**src/rtl/tt_um_dev_gate_array_pkg.sv**
```systemverilog
// ---------------------------------------------------------------------------
// tt_dev_gate_pkg
// Shared definitions for the gate-array tile:
//   - fn_e       : 3-bit gate function codes (reset function is NAND)
//   - gate_fn()  : pure two-input gate evaluation for a given code
//   - UIO_*      : bit positions of the fields carried on uio_in / uio_out
// ---------------------------------------------------------------------------
package tt_dev_gate_pkg;

    typedef enum logic [2:0] {
        FN_NAND = 3'd0,
        FN_AND  = 3'd1,
        FN_NOR  = 3'd2,
        FN_OR   = 3'd3,
        FN_XOR  = 3'd4,
        FN_XNOR = 3'd5,
        FN_PASS = 3'd6,   // Y = A
        FN_NOTA = 3'd7    // Y = ~A
    } fn_e;

    // uio_in field positions
    localparam int UIO_CODE_LSB = 0;
    localparam int UIO_CODE_W   = 3;
    localparam int UIO_LOAD_BIT = 3;
    localparam int UIO_SEL_LSB  = 4;
    localparam int UIO_SEL_W    = 2;
    // Only uio_in[5:0] carries meaning and is synchronised.
    localparam int UIO_SYNC_W   = 6;

    // uio_out field positions
    localparam int UIO_ACK_BIT  = 6;
    localparam int UIO_SAT_BIT  = 7;

    // uio[7:6] are outputs, uio[5:0] are inputs.
    localparam logic [7:0] UIO_OE_VALUE = 8'b1100_0000;

    function automatic logic gate_fn(input logic [2:0] code, input logic a, input logic b);
        logic y;
        case (code)
            FN_NAND: y = ~(a & b);
            FN_AND:  y = a & b;
            FN_NOR:  y = ~(a | b);
            FN_OR:   y = a | b;
            FN_XOR:  y = a ^ b;
            FN_XNOR: y = ~(a ^ b);
            FN_PASS: y = a;
            FN_NOTA: y = ~a;
            default: y = ~(a & b);
        endcase
        return y;
    endfunction

endpackage

```
**src/rtl/tt_um_dev_gate_array_channel.sv**
```systemverilog
// ---------------------------------------------------------------------------
// dev_gate_channel
// One gate channel: registered gate output plus a saturating counter of
// output toggles.
// Ports:
//   clk, rst_n  : clock, asynchronous active-low reset
//   mode        : current gate function
//   a, b        : synchronised gate inputs
//   clr         : clear the counter (wins over an increment on the same edge)
//   suppress    : do not count on this edge (first edge after a mode change)
//   y           : registered gate result
//   cnt         : toggle count, saturates at all-ones
//   sat         : cnt is saturated
// ---------------------------------------------------------------------------
module dev_gate_channel
    import tt_dev_gate_pkg::*;
#(
    parameter int CNT_W = 4
) (
    input  logic             clk,
    input  logic             rst_n,
    input  fn_e              mode,
    input  logic             a,
    input  logic             b,
    input  logic             clr,
    input  logic             suppress,
    output logic             y,
    output logic [CNT_W-1:0] cnt,
    output logic             sat
);

    localparam logic [CNT_W-1:0] CNT_MAX = '1;

    logic y_next;
    assign y_next = gate_fn(mode, a, b);

    // Y resets to 1: the reset mode is NAND and the reset inputs are 0, so
    // the first evaluation after release produces no spurious toggle.
    always_ff @(posedge clk or negedge rst_n) begin
        if (!rst_n) begin
            y   <= 1'b1;
            cnt <= '0;
        end else begin
            y <= y_next;
            if (clr) begin
                cnt <= '0;
            end else if (!suppress && (y_next != y) && (cnt != CNT_MAX)) begin
                cnt <= cnt + 1'b1;
            end
        end
    end

    assign sat = (cnt == CNT_MAX);

endmodule

```
**src/rtl/tt_um_dev_gate_array.sv**
```systemverilog
// ---------------------------------------------------------------------------
// tt_um_dev_gate_array
// Array of up to four two-input gate channels sharing one runtime-selectable
// function, with synchronised inputs, registered outputs and per-channel
// saturating toggle counters.
// Ports (standard Tiny Tapeout user pinout):
//   clk      : system clock
//   rst_n    : asynchronous active-low reset
//   ena      : power-good, ignored
//   ui_in    : channel i uses A = ui_in[i], B = ui_in[i+4]
//   uio_in   : [2:0] function code, [3] load strobe, [5:4] readout select
//   uo_out   : [3:0] gate results, [7:4] selected toggle count
//   uio_out  : [7] selected counter saturated, [6] load_ack, [5:0] 0
//   uio_oe   : constant 8'b1100_0000
// ---------------------------------------------------------------------------
module tt_um_dev_gate_array
    import tt_dev_gate_pkg::*;
#(
    parameter int CHANNELS    = 4,
    parameter int CNT_W       = 4,
    parameter int SYNC_STAGES = 2
) (
    input  logic       clk,
    input  logic       rst_n,
    input  logic       ena,
    input  logic [7:0] ui_in,
    output logic [7:0] uo_out,
    input  logic [7:0] uio_in,
    output logic [7:0] uio_out,
    output logic [7:0] uio_oe
);

    localparam int SYNC_W = 8 + UIO_SYNC_W;

    // ---- input synchronisers ------------------------------------------------
    logic [SYNC_W-1:0]                  sync_raw;
    logic [SYNC_STAGES-1:0][SYNC_W-1:0] sync_q;
    logic [SYNC_W-1:0]                  synced;

    assign sync_raw = {uio_in[UIO_SYNC_W-1:0], ui_in};

    always_ff @(posedge clk or negedge rst_n) begin
        if (!rst_n) begin
            sync_q <= '0;
        end else begin
            sync_q[0] <= sync_raw;
            for (int s = 1; s < SYNC_STAGES; s++) begin
                sync_q[s] <= sync_q[s-1];
            end
        end
    end

    assign synced = sync_q[SYNC_STAGES-1];

    logic [3:0]            a_s;
    logic [3:0]            b_s;
    logic [UIO_SYNC_W-1:0] uio_s;
    logic [2:0]            code_s;
    logic                  strobe_s;
    logic [1:0]            sel_s;

    assign a_s      = synced[3:0];
    assign b_s      = synced[7:4];
    assign uio_s    = synced[SYNC_W-1:8];
    assign code_s   = uio_s[UIO_CODE_LSB +: UIO_CODE_W];
    assign strobe_s = uio_s[UIO_LOAD_BIT];
    assign sel_s    = uio_s[UIO_SEL_LSB +: UIO_SEL_W];

    // ---- strobe edge detect, mode register, load_ack, suppress --------------
    logic strobe_q;
    logic load;
    logic load_ack;
    logic suppress;
    fn_e  mode;

    // A held-high strobe produces exactly one load.
    assign load = strobe_s & ~strobe_q;

    // suppress marks the first edge evaluated with the new function so the
    // switch itself is never counted as a toggle.
    always_ff @(posedge clk or negedge rst_n) begin
        if (!rst_n) begin
            strobe_q <= 1'b0;
            load_ack <= 1'b0;
            suppress <= 1'b0;
            mode     <= FN_NAND;
        end else begin
            strobe_q <= strobe_s;
            load_ack <= load;
            suppress <= load;
            if (load) begin
                mode <= fn_e'(code_s);
            end
        end
    end

    // ---- gate channels ------------------------------------------------------
    logic [3:0]            y_all;
    logic [3:0][CNT_W-1:0] cnt_all;
    logic [3:0]            sat_all;

    for (genvar i = 0; i < 4; i++) begin : g_ch
        if (i < CHANNELS) begin : g_on
            dev_gate_channel #(
                .CNT_W (CNT_W)
            ) u_ch (
                .clk      (clk),
                .rst_n    (rst_n),
                .mode     (mode),
                .a        (a_s[i]),
                .b        (b_s[i]),
                .clr      (load),
                .suppress (suppress),
                .y        (y_all[i]),
                .cnt      (cnt_all[i]),
                .sat      (sat_all[i])
            );
        end else begin : g_off
            assign y_all[i]   = 1'b0;
            assign cnt_all[i] = '0;
            assign sat_all[i] = 1'b0;
        end
    end

    // ---- readout mux and outputs -------------------------------------------
    logic [3:0] cnt_sel;
    logic       sat_sel;

    // A select pointing past the built channels reads as zero.
    always_comb begin
        cnt_sel = '0;
        sat_sel = 1'b0;
        if (int'(sel_s) < CHANNELS) begin
            cnt_sel = 4'(cnt_all[sel_s]);
            sat_sel = sat_all[sel_s];
        end
    end

    assign uo_out = {cnt_sel, y_all};

    always_comb begin
        uio_out              = '0;
        uio_out[UIO_SAT_BIT] = sat_sel;
        uio_out[UIO_ACK_BIT] = load_ack;
    end

    assign uio_oe = UIO_OE_VALUE;

    // ena and uio_in[7:6] carry no function; inputs of unbuilt channels are
    // synchronised but never used.
    logic unused_pins;
    assign unused_pins = &{1'b0, ena, uio_in[7:6], a_s, b_s};

endmodule

```
**config.mk**
```make
export PLATFORM = sky130hd
export DESIGN_NAME = tt_um_dev_gate_array
export DESIGN_NICKNAME = d
export VERILOG_FILES = /design/src/rtl/tt_um_dev_gate_array_pkg.sv /design/src/rtl/tt_um_dev_gate_array_channel.sv /design/src/rtl/tt_um_dev_gate_array.sv
export SDC_FILE = /design/constraint.sdc
export NUM_CORES = 1
export LEC_CHECK = 0
export BUFFER_PORTS_ARGS = -buffer_cell sky130_fd_sc_hd__buf_2
export CORE_UTILIZATION = 38
export CTS_CLUSTER_SIZE = 28
export DETAILED_ROUTE_END_ITERATION = 6
export GPL_ROUTABILITY_DRIVEN = 0
export PLACE_DENSITY = 0.55
export SETUP_SLACK_MARGIN = 0.1
export SYNTH_ARGS = -nofsm -noshare
export SYNTH_HDL_FRONTEND = slang
export SYNTH_SLANG_ARGS = --single-unit
```
**constraint.sdc**
```tcl
create_clock -name clk -period 3.08 [get_ports clk]
set_clock_uncertainty 0.1 [all_clocks]
set_input_delay 0.616 -clock clk [delete_from_list [all_inputs] [get_ports clk]]
set_output_delay 0.616 -clock clk [all_outputs]
set_load 0.02 [all_outputs]
```
==> results of run 1 <==
[cell usage in the layout, fill, tap and decap left out, drive strengths merged]
master / n
dfstp: 4
nor2: 5
mux4: 8
xnor2: 8
buf: 26
nand2: 13
o21ai: 9
inv: 13
nand3: 9
o311ai: 4
conb: 14
o41ai: 4
a31o: 3
clkinvlp: 1
or3: 4
dfrtp: 49
xor2: 8
nand4: 2
a41o: 4
clkbuf: 6
ha: 12
a31oi: 9
nand4b: 1
clkinv: 1
a21oi: 8
nand2b: 6
[registers in the layout, summed over array words and instances, names as in the netlist]
| register | cells |
|---|---|
| g_ch.g_on.u_ch.cnt | 16 |
| sync_q | 14 |
| synced | 14 |
| g_ch.g_on.u_ch.y | 4 |
| mode | 3 |
| strobe_q | 1 |
| suppress | 1 |
[metal layers]
| layer | track usage (%) | share of wire, % | vias up |
|---|---|---|---|
| met4 | 4.16 | 1.1 | 0 |
| met3 | 3.68 | 3.9 | 6 |
| met1 | 17.5 | 49 | 764 |
| met2 | 19.2 | 46 | 43 |
| met5 | 0 | 0 | - |
| li1 | - | - | 748 |
[power breakdown]
group	switching (mW)	total, mW	internal [mW]
Sequential	0.116	0.922	0.806
Clock	0.231	0.393	0.162
Combinational	0.282	0.494	0.212
[layout make-up]
type | count | area share, %
flip-flops and latches | 53 | 49.4
clock buffers | 6 | 2.69
inverters | 13 | 1.81
clock inverters | 2 | 0.604
well taps | 77 | 3.57
repair buffers | 26 | 4.92
multi-input cells | 131 | 37.0
[critical path, stage by stage (launching register included)]
cell                      delay (ps)
sky130_fd_sc_hd__dfrtp_1         430
sky130_fd_sc_hd__ha_1            240
sky130_fd_sc_hd__nand3_1         120
sky130_fd_sc_hd__o21ai_0         180
sky130_fd_sc_hd__nor2_1           60
sky130_fd_sc_hd__a31oi_1         170
sky130_fd_sc_hd__buf_2           190
[metrics by stage]
| step | hold slack (ps) | std cells | util, % |
|---|---|---|---|
| 6_report | 253 | 308 | 42.2 |
| 2_1_floorplan | 220 | 223 | - |
| 3_3_place_gp | 232 | 300 | 40.8 |
| 3_5_place_dp | 235 | 300 | 40.8 |
| 5_1_grt | 265 | 308 | 42.2 |
| 4_1_cts | 258 | 308 | 42.2 |
[logic make-up after synthesis]
kind of cell             count (synthesis)  synth area share (%)
other                                    2                 0.298
flip-flops                              53                  52.8
AND/OR/NAND/NOR                         40                  7.80
adder cells (fa/ha/maj)                 12                  5.96
multiplexers                             8                  7.15
XOR/XNOR                                16                  5.56
buffers and inverters                   39                  9.38
AO/OA/AOI/OAI                           41                  11.0
[synthesized netlist by cell type]
cell,count
sky130_fd_sc_hd__a41o_1,4
sky130_fd_sc_hd__clkbuf_1,3
sky130_fd_sc_hd__xor2_1,8
sky130_fd_sc_hd__clkbuf_4,1
sky130_fd_sc_hd__nand4_1,2
sky130_fd_sc_hd__inv_1,13
sky130_fd_sc_hd__or3_1,4
sky130_fd_sc_hd__nand2b_1,6
sky130_fd_sc_hd__nand3_1,9
sky130_fd_sc_hd__xnor2_1,8
sky130_fd_sc_hd__conb_1,2
sky130_fd_sc_hd__buf_4,21
sky130_fd_sc_hd__a31o_2,3
sky130_fd_sc_hd__dfstp_2,4
sky130_fd_sc_hd__nor2_1,5
sky130_fd_sc_hd__a31oi_1,9
sky130_fd_sc_hd__a21oi_1,8
sky130_fd_sc_hd__nand4b_1,1
sky130_fd_sc_hd__o311ai_0,4
sky130_fd_sc_hd__nand2_1,13
sky130_fd_sc_hd__o21ai_0,9
sky130_fd_sc_hd__o41ai_1,4
sky130_fd_sc_hd__dfrtp_1,49
sky130_fd_sc_hd__buf_6,1
sky130_fd_sc_hd__ha_1,12
sky130_fd_sc_hd__mux4_2,8
[worst paths after layout]
check / depth (start not counted) / slack [ps] / from / end
min in group asynchronous: 2 / 330 / rst_n / synced[4]
max: 6 / 670 / g_ch[0].g_on.u_ch.cnt[0] / uio_out[7]
min reg2reg: 0 / 250 / sync_q[6] / synced[6]
min: 0 / 250 / sync_q[6] / synced[6]
max reg2reg: 6 / 940 / synced[5] / g_ch[1].g_on.u_ch.cnt[3]
max in group asynchronous: 2 / 2110 / rst_n / g_ch[1].g_on.u_ch.cnt[0]
==> flow_results.org, run 1 <==
** Yosys
- Counting every instance in the synthesized netlist gives 211.
- The synthesized netlist contains 26 unique library cells.
- Fraction of synthesized cell area taken by the top area cell type :: approximately 50%
- Largest area contributor in the netlist :: sky130_fd_sc_hd__dfrtp_1
- Post-synth design cell area :: 2520 sq um
- Syn avg cell area :: 11.9 sq um
- Part of the Yosys area used for sequential elements :: 52.8%
- By area the synthesized netlist is led by sky130_fd_sc_hd__dfrtp_1 (49%), sky130_fd_sc_hd__mux4_2 (7.1%), sky130_fd_sc_hd__buf_4 (6.3%).
- The Yosys step of the flow raised 0 warnings.
- Synthesis inferred 53 register bits.

** STA
- The total count of hold-check failures in the final report is 0.
- Setup repair after global routing missed its margin :: false
- In this run the tightest slew margin relative to its limit is 54.8%.
- After layout, the worst path uses 78.2% of the clock period.
- FMAX :: 415 MHz
- Setup violations remaining at the end of the flow were counted as 0.
- Pins Over Slew Limit :: 0
- Final setup margin :: 670 ps
- Sum of negative setup slack :: 0 ps
- At the pin with the least slew margin, the transition time is ~680 ps.
- The worst path in the final design needs a cycle of 2410 ps, including I/O delays and setup.

** Routing
- First-pass iteration count of the detailed router :: 4
- The count of nets left with antenna violations once routing finished came out at 0.
- The first routing iteration left 77 violations.
- DRC violations left :: 0
- Number of vias per cell after detailed routing :: 5.07
- Sum of routed wire length over all layers :: 4.06 mm
- Routed length per instance :: around 13 microns
- The routed layout has 1561 vias.

** Power
- Overall power consumption after layout is estimated at between 1.5 and 2 mW.
- IR Drop Worst-Case VDD :: 0.249 mV
- For this design the static power due to leakage is 1.28 nW.
- For this design the ratio of total power to cell area is 671 nW/um^2.

** Floorplanning
- Vertical die dimension :: 83.4 microns
- IO Pins :: 43
- The initial utilization of the core area, before any placement, comes to 39.5%.
- Die Area :: 6960 sq um
- Area of the core :: 6390 sq um
- The floorplan step set the die width to 83.4 microns.
- In this run the core area contains 29 standard-cell rows.

** Layout
- The sequential cells in the finished layout cover a total of 1330 sq um.
- Number of nets in the layout :: 261
- Summing all multi-input logic gate instances after layout gives ~1000 sq um.
- Fillers :: 608
- Final design area excluding fillers :: roughly 2700 sq um
- In the final layout, the share of cells above drive strength 1 is 20.8%.
- Compared with the post-synthesis result, the final layout area differs by 6.95%.
- Antenna Diode Count :: 0

** CTS
- # Post-CTS Setup Buffers :: 0
- Clock tree synthesis inserted a total of 5 buffers.
- Clock tree synthesis selected as its root buffer the cell sky130_fd_sc_hd__clkbuf_8.
- Clock insertion delay at the later pin of the skew report :: 300 ps
- TritonCTS clock tree :: yes
- Clock-pin slew was measured on the worst setup and hold paths at 90 ps.
- Number of gates given a new drive strength after cts :: 0
- Clock Path Buffers :: 2
- The clock net in this run drives a total of 53 sinks.
- Number of buffers inserted by hold repair at cts :: 0
- The clock tree synthesis step divided the H-tree into 2 levels.

** Outcome
- Status :: finished, final reports clean

** Global route
- GRT overflow :: 0
- Largest net degree at the start of global routing :: 54
- Global-route wire length before repair :: 6.86 mm
- Global routing consumed, over all layers together, 12.6% of the routing resources.
- Antenna violations before repair :: 0
- The number of global-route vias before repair is 1433.

** Worst setup path
- The worst setup path is captured at an output pin.
- Start-to-end type of the worst setup path :: reg2out
- Data required, critical path :: roughly 2400 ps
- Critical path data arrival time :: around 1700 ps
- In this run the worst path has a maximum fanout of 5.
- Startpoint kind of the worst setup timing path :: register

** Place
- Pre-CTS WS :: 957 ps
- Final HPWL from detailed placement :: 2.74 mm
- During placement, the flow inserted port buffers numbering 25.
- Cell area after placement :: 2610 sq um

** Worst hold path
- The tightest min-delay check is of the reg2reg type.

** Job
- Across the run, the number of max-cap violations was 0.
Power figures use the tool's default switching activity.
==> inputs of run 2 (changes only) <==
--- a/config.mk
+++ b/config.mk
@@ -10,7 +10,7 @@
 export CTS_CLUSTER_SIZE = 28
 export DETAILED_ROUTE_END_ITERATION = 6
 export GPL_ROUTABILITY_DRIVEN = 0
-export PLACE_DENSITY = 0.55
+export PLACE_DENSITY = 0.57
 export SETUP_SLACK_MARGIN = 0.1
 export SYNTH_ARGS = -nofsm -noshare
 export SYNTH_HDL_FRONTEND = slang
==> constraint.sdc (replaced) <==
create_clock -name clk -period 2 [get_ports clk]
set_clock_uncertainty 0.1 [all_clocks]
set_input_delay 0.4 -clock clk [delete_from_list [all_inputs] [get_ports clk]]
set_output_delay 0.4 -clock clk [all_outputs]
set_load 0.02 [all_outputs]
==> run 2 against run 1 <==
  * The run now ends with negative setup slack left
  * Worst setup slack got worse by 760 ps
  * Die area is the same
  * Worst hold slack worse by 160 ps
  * Non-clock buffer count rose by 25
  * Clock power rose by 68%
  * Critical endpoint is now g_ch[1].g_on.u_ch.cnt[0]
==> flow_results.org, run 2 (synthesized netlist as in run 1, its figures left out) <==
** Outcome
- The flow ran to the end, but the final reports show violations.
- The checks that failed: negative setup slack.

** Routing
- The total wire length is 4.46 mm (+9.7%).
- The antenna violation net count after detailed routing is 0 (unchanged).
- Number of vias per cell after detailed routing :: 4.88 (-3.7%)
- Violation count after the first detailed-routing iteration :: 79 (+2.6%)
- Routed length per instance :: 13.4 microns (+1.5%)
- The DRC violations left came to 0 (unchanged).
- Number of vias after detailed routing :: 1625 (+4.1%)
- The first-pass iteration count of the detailed router is 4 (unchanged).

** Floorplanning
- IO Pins :: 43 (unchanged)
- The die extent in y came to 83.4 microns (unchanged).
- Row count :: 29 (unchanged)
- The floorplan core area came to 6390 sq um (unchanged).
- Die Area :: 6960 sq um (unchanged)
- The horizontal extent of the die is 83.4 microns (unchanged).
- The initial cell density of the core was 39.5% (unchanged).

** Worst setup path
- Startpoint kind of the worst setup timing path :: register
- The maximum fanout along the worst path is 5 (unchanged).
- The data arrival time of the critical path was 2220 ps (+530 ps).
- Depth of the most critical reg-to-reg path :: 6 (unchanged)
- CP Buf/Inv Count :: 1 (unchanged)
- Origin of the critical flop-to-flop path :: synced[5]
- The critical path goes through inv_1 > ha_1 > mux4_2 > xor2_4 > or3_1 > a21oi_1.
- Start-to-end type of the worst setup path :: reg2reg
- Setup slack, reg-to-reg :: -90 ps (-1030 ps)
- The critical path starts at synced[5].
- The highest cell delay on the worst timing path is 570 ps (+140 ps).
- STA classifies the critical path endpoint as a register.
- FF-to-FF End :: g_ch[1].g_on.u_ch.cnt[0]
- Cell family with the largest share of critical-path delay :: multiplexers
- The largest individual stage delay along the critical path comes from the cell sky130_fd_sc_hd__mux4_2.
- The critical path required time came to 2130 ps (-230 ps).

** Global route
- The largest net degree at the start of global routing came to 23 (-57%).
- The global route total overflow is 0 (unchanged).
- The number of global-route vias before repair is 1591 (+11%).
- The global-route wire length before repair came to 7.70 mm (+12%).
- The overall routing resource usage was 14.1% (+1.5 points).
- Antenna violations before repair :: 0 (unchanged)

** STA
- The max-slew violation count was 0 (unchanged).
- Subtracting the final worst setup slack from the clock period gives 2090 ps.
- The headroom to the max-slew limit came to 56.2% (+1.4 points).
- The number of setup violations in the final report is 13 (+13).
- The minimum setup slack in the final design was -87.5 ps (-758 ps).
- The slew at the pin closest to its max-slew limit is 652 ps (-25.6 ps).
- The final critical path takes up 104% of the cycle.
- The final-layout worst hold slack is 90.0 ps (-163 ps).
- Setup repair after global routing could not meet its margin everywhere.
- Derived from the worst setup path, the maximum achievable clock frequency is 479 MHz.
- Sum of negative setup slack :: -574 ps (-574 ps)
- Count of final hold-check violations :: 0 (unchanged)

** Layout
- g_ch.g_on.u_ch.cnt holds more flip-flops than any other register.
- The fraction of final layout cells with drive strength greater than 1 is 35.5% (+15 points).
- From synthesis to final layout, the design area changed by 22.1%.
- The design area is 3080 sq um (+14%).
- The top cell types in the final layout, fill and taps aside, are sky130_fd_sc_hd__dfrtp_1 (49), sky130_fd_sc_hd__buf_2 (25), sky130_fd_sc_hd__buf_4 (22).
- The net total in the final layout came to 286 (+9.6%).
- Antenna Diode Count :: 0 (unchanged)
- Most frequent standard cell in the layout excluding fill and tap cells :: sky130_fd_sc_hd__dfrtp_1
- The count of non-filler cells in the finished layout is 333 (+8.1%).
- Flip-flop count of the largest register, all copies and words added :: 16 (unchanged)

** Power
- Switching share of total power :: 34.0% (-0.79 points)
- The reported net switching power is 1.10 mW (+74%).
- The leakage component of the power is 1.46 nW (+14%).
- IR Drop Worst-Case VDD :: 0.533 mV (+110%)
- Gate power share :: 35.7% (+8.4 points)
- The internal power component came to 2.13 mW (+80%).
- The cell area power density was 1050 nW/um^2 (+56%).
- The clock network fraction of design power came to 20.5% (-1.2 points).
- Sequential share of power :: 43.8% (-7.2 points)

** CTS
- The maximum clock path buffer count came to 2 (unchanged).
- In this run the clock root is driven by a sky130_fd_sc_hd__clkbuf_8.
- Clock insertion delay at the later pin of the skew report :: 310 ps (about the same)
- Clock Pin Slew Worst Setup and Hold Paths :: 100 ps (about the same)
- CTS buffer count :: 5 (unchanged)
- TritonCTS clock tree :: yes
- The maximum level of the CTS H-tree is 2 (unchanged).
- The clock sink count is 53 (unchanged).

** Place
- The cell area after placement came to 2740 sq um (+5.1%).
- # port buffers :: 25 (unchanged)
- Number of cells after detailed placement :: 312 (+4.0%)
- The worst setup slack after placement is -71.2 ps (-1030 ps).
- Final HPWL from detailed placement :: 3.06 mm (+12%)

** Job
- The max-cap violation count was 0 (unchanged).

** Worst hold path
- The hold-critical path depth is 1 (+1).
- The worst hold path terminates at sync_q[13].
- The startpoint identified for the worst hold timing path is uio_in[5].
- Kind of path behind the tightest hold check :: in2reg
[run 2: cell types whose count changed in the layout (fill, tap and decap cells not counted), sizes merged]
cell / change
clkbuf: +1
clkinvlp: -1
clkinv: -1
buf: +24
dlygate4sd3: +1
inv: +1
[run 2: layer usage]
metal	wire length (microns)	vias to the layer above	GRT usage (%)	part of all wire, %
met1	1940	791	17.1	43
met2	2320	29	25.0	52
met3	153	6	3.38	3.4
met5	0	-	0	0
met4	49	0	4.01	1.1
li1	-	799	-	-
[run 2: timing repair]
action                     4_1_cts  5_1_grt
resized for setup               19        4
pin swaps                       16        3
setup buffers                   12        0
hold buffers                     1        0
hold endpoints to repair        16        0
cloned                           0        0
setup endpoints to repair       21       21
[run 2: area by class of cell]
| cell class | instances | area [sq um] |
|---|---|---|
| Clock inverter | 1 | 8.76 |
| Multi-Input combinational cell | 131 | 1150 |
| Clock buffer | 7 | 96.3 |
| Tap cell | 77 | 96.3 |
| Inverter | 13 | 48.8 |
| Timing Repair Buffer | 51 | 343 |
| Fill cell | 580 | 3310 |
| Sequential cell | 53 | 1330 |
[run 2: stage by stage]
step                      power (mW)  util (%)
final                           3.23      48.2
after floorplan                 2.09         -
after global placement          2.30      42.9
after global routing            3.45      48.2
after CTS                       3.22      47.8
after detailed placement        2.32      42.9
[run 2: power by group through the flow]
stage / clock network (mW) / registers (mW) / logic, mW
finish: 0.661 / 1.41 / 1.15
global route: 0.737 / 1.45 / 1.27
CTS: 0.690 / 1.42 / 1.12
detailed placement: 0 / 1.44 / 0.881
global placement: 0 / 1.44 / 0.861
floorplan: 0 / 1.37 / 0.713
[run 2: how the worst max path moves through the flow]
| stage | end | slack, ps | cells past startpoint |
|---|---|---|---|
| after floorplan | g_ch[1].g_on.u_ch.cnt[0] | 70 | 6 |
| final | g_ch[1].g_on.u_ch.cnt[0] | -90 | 6 |
| after global routing | g_ch[2].g_on.u_ch.cnt[3] | -170 | 6 |
| after CTS | g_ch[2].g_on.u_ch.cnt[3] | -90 | 6 |
| after detailed placement | g_ch[2].g_on.u_ch.cnt[2] | -70 | 6 |
| after global placement | g_ch[0].g_on.u_ch.cnt[2] | -30 | 6 |
==> inputs of run 3 (changes only) <==
--- a/config.mk
+++ b/config.mk
@@ -14,4 +14,5 @@
 export SETUP_SLACK_MARGIN = 0.1
 export SYNTH_ARGS = -nofsm -noshare
 export SYNTH_HDL_FRONTEND = slang
+export SYNTH_HIERARCHICAL = 1
 export SYNTH_SLANG_ARGS = --single-unit
==> constraint.sdc (replaced) <==
create_clock -name clk -period 1.7 [get_ports clk]
set_clock_uncertainty 0.1 [all_clocks]
set_input_delay 0.34 -clock clk [delete_from_list [all_inputs] [get_ports clk]]
set_output_delay 0.34 -clock clk [all_outputs]
set_load 0.02 [all_outputs]
==> run 3 against run 2 <==
  * The run still ends with negative setup slack left
  * Area after synthesis down 1.8%
  * Total power up 22%
  * Utilization up 3.4 points
  * Count of clock-buffer cells in the layout down 1
  * Wire length down 4.8%
==> flow_results.org, run 3 <==
** Outcome
- Status :: finished, violations left
- The checks that failed: negative setup slack.

** Yosys
- Total number of yosys warnings :: 6 (+6)
- Sorting the synthesized cells by area gives the leading types as sky130_fd_sc_hd__dfrtp_1 (50%), sky130_fd_sc_hd__mux4_2 (8.2%), sky130_fd_sc_hd__ha_1 (6.1%).
- The biggest area contributor in the post-synthesis netlist is sky130_fd_sc_hd__dfrtp_1.
- The number of instances in the synthesized netlist was 189 (-10%).
- The number of enable-type register cells in the synthesized netlist came to 0 (unchanged).
- The share of synthesized registers carrying an async set or reset came to 100% (unchanged).
- Leading cell type by number of instances after synthesis :: sky130_fd_sc_hd__dfrtp_1
- Most frequent cells after synthesis :: sky130_fd_sc_hd__dfrtp_1 (49), sky130_fd_sc_hd__a21oi_1 (16), sky130_fd_sc_hd__buf_4 (16), sky130_fd_sc_hd__inv_1 (16), sky130_fd_sc_hd__ha_1 (12)
- Syn avg cell area :: 13.1 sq um (+9.6%)
- In the synthesized netlist the dominant register cell turns out to be sky130_fd_sc_hd__dfrtp_1.
- Flop and latch count out of synthesis :: 53 (unchanged)
- The post-synth design cell area came to 2470 sq um (-1.8%).
- Post-synth cell types :: 23 (-12%)
- The area share of the largest cell type after synthesis was 49.6% (+0.91 points).
- The sequential share of the synthesized area is 53.8% (+0.99 points).

** Routing
- The DRC violations left is 0 (unchanged).
- Number of vias per cell after detailed routing :: 4.75 (-2.6%)
- The total wire length was 4.25 mm (-4.8%).
- Violation count after the first detailed-routing iteration :: 58 (-27%)
- The count of vias placed by the detailed router came to 1583 (-2.6%).
- Routed length per instance :: 12.8 microns (-4.8%)
- Remaining antenna violation count after routing :: 0 (unchanged)
- The first-pass iteration count of the detailed router is 4 (unchanged).

** Layout
- Ranked by flip-flop count, first place goes to g_ch.g_on.u_ch/cnt.
- Fillers :: 571 (-1.6%)
- Area added between synthesis and finish :: 31.6%
- Leading cell types in the layout, fill and taps excluded :: sky130_fd_sc_hd__dfrtp_1 (49), sky130_fd_sc_hd__buf_4 (36), sky130_fd_sc_hd__buf_2 (20)
- The number of flip-flops in the largest register came to 16 (unchanged).
- Number of nets in the layout :: 286 (unchanged)
- The final antenna diode count is 0 (unchanged).
- Most frequent standard cell in the layout excluding fill and tap cells :: sky130_fd_sc_hd__dfrtp_1
- End-of-flow core utilization :: 51.5% (+3.4 points)
- Share of post-route cells with drive strength above 1 :: 49.2% (+14 points)
- The count of non-filler cells in the finished layout is 333 (unchanged).

** Power
- The leakage component of the power is 1.49 nW (+2.3%).
- IR Drop Worst-Case VDD :: 0.713 mV (+34%)
- Power after layout :: 3.93 mW (+22%)
- The cell area power density came to 1210 nW/um^2 (+15%).

** Worst setup path
- The worst setup path is launched from a register.
- The slowest stage of the critical path is the sky130_fd_sc_hd__mux4_2 cell.
- The critical path required time came to 1840 ps (-290 ps).
- CP endpoint kind :: register
- Cell family with the largest share of critical-path delay :: multiplexers
- The data arrival time of the critical path was 2290 ps (+70 ps).
- Chain of cells forming the critical path :: inv_1 > ha_1 > mux4_2 > xnor2_4 > or4_4 > a21oi_2
- CP Buf/Inv Count :: 1 (unchanged)
- Worst path max stage delay :: 530 ps (-40 ps)
- Max Fanout on Critical Path :: 7 (+2)
- By startpoint and endpoint, the worst setup path is classified as reg2reg.

** Place
- The HPWL reported at the end of detailed placement was 2.99 mm (-2.2%).
- The port buffer count is 25 (unchanged).
- The worst setup slack after placement is -388 ps (-317 ps).
- Number of cells after detailed placement :: 318 (+1.9%)

** Global route
- The global route total overflow came to 0 (unchanged).
- The overall routing resource usage came to 14.1% (-0.028 points).
- Vias in the first global route :: 1492 (-6.2%)
- Global-route wire length before repair :: 7.11 mm (-7.7%)
- The initial antenna violation count is 0 (unchanged).
- The largest net degree at the start of global routing is 21 (-8.7%).

** Floorplanning
- Vertical die dimension :: 82.7 microns (-0.90%)
- The initial cell density of the core is 39.2% (-0.28 points).
- Area of the core :: 6310 sq um (-1.1%)
- The number of top-level design ports was 43 (unchanged).
- The total die area was 6840 sq um (-1.8%).
- DIE WIDTH :: 82.7 microns (-0.90%)
- The count of standard-cell rows was 29 (unchanged).

** CTS
- Clock Path Buffers :: 2 (unchanged)
- Number of H-tree levels :: 2 (unchanged)
- The clock latency on the worst-skew pair was 310 ps (about the same).
- Sinks on the clock net :: 53 (unchanged)
- TritonCTS clock tree :: yes
- CTS buffer count :: 5 (unchanged)
- The clock-pin slew reported for the worst setup and hold paths after clock tree synthesis was 100 ps (about the same).
- CTS Root Cell :: sky130_fd_sc_hd__clkbuf_8

** STA
- FMAX :: 467 MHz (-2.6%)
- The minimum clock period after layout came to 2140 ps (+55.7 ps).
- Setup repair after global routing could not meet its margin everywhere.
- Pins Over Slew Limit :: 0 (unchanged)
- The final-layout worst hold slack was 26.2 ps (-63.8 ps).
- The minimum setup slack in the final design was -443 ps (-356 ps).
- The portion of the clock cycle consumed by the worst path in the final layout was 126% (+22 points).
- Count of final hold-check violations :: 0 (unchanged)
- Final setup violation count :: 22 (+9)

** Job
- Maximum Capacitance Violations :: 0 (unchanged)

** Worst hold path
- The min-delay analysis places its worst path in the category in2reg.
run 3: cell count changes after synthesis, sizes merged, moves of 5 or more:
cell / delta
nand2: -13
a21oi: +8
o31ai: +8
nand2b: -6
buf: -5
or4: +8
nor2: -5
nand3: -5
a31oi: -9
run 3: timing repair:
action	4_1_cts	5_1_grt
buffers inserted	6	3
pin swaps	6	5
hold endpoints to repair	14	0
gates cloned	0	0
gates resized for setup	16	20
setup endpoints to repair	25	25
hold buffers	1	0
run 3: power breakdown:
| part | leakage, nW | switching (mW) | internal, mW |
|---|---|---|---|
| registers | 0.643 | 0.139 | 1.47 |
| logic | 0.799 | 0.723 | 0.822 |
| clock network | 0.0518 | 0.440 | 0.339 |
run 3: kinds of logic after synthesis:
kind of cell,synth area share (%)
multiplexers,9.56
XOR/XNOR,6.68
AO/OA/AOI/OAI,7.28
adder cells (fa/ha/maj),6.07
AND/OR/NAND/NOR,7.94
buffers and inverters,8.35
flip-flops,53.8
other,0.304
run 3: final cells by class:
class | count | area (sq um) | area share (%)
Clock buffer | 6 | 82.6 | 2.54
Clock inverter | 2 | 17.5 | 0.538
Inverter | 16 | 60.1 | 1.85
Multi-Input combinational cell | 111 | 1140 | 34.9
Sequential cell | 53 | 1330 | 40.9
Tap cell | 77 | 96.3 | 2.96
Timing Repair Buffer | 68 | 531 | 16.3
run 3: final timing paths:
| path | startpoint | endpoint | slack, ps | cells past startpoint |
|---|---|---|---|---|
| max in group asynchronous | rst_n | g_ch[3].g_on.u_ch/y | 560 | 3 |
| setup / recovery | synced[0] | g_ch[0].g_on.u_ch/cnt[3] | -440 | 6 |
| min in group asynchronous | rst_n | g_ch[0].g_on.u_ch/cnt[1] | 390 | 2 |
| hold / removal | ui_in[3] | sync_q[3] | 30 | 1 |
| hold reg to reg | sync_q[10] | synced[10] | 250 | 0 |
| setup reg to reg | synced[0] | g_ch[0].g_on.u_ch/cnt[3] | -440 | 6 |
run 3: per-layer routing:
layer	GRT usage [%]	part of all wire (%)	vias up
li1	-	-	759
met1	19.0	45	778
met2	21.5	49	35
met3	3.63	3.6	11
met4	6.03	2.2	0
met5	0	0	-
run 3: stage by stage:
stage / TNS [ps] / area (sq um)
after floorplan: -4560 / 2580
after global placement: -5190 / 2960
after detailed placement: -5630 / 2960
after CTS: -7230 / 3160
after global routing: -9210 / 3250
final: -7200 / 3250
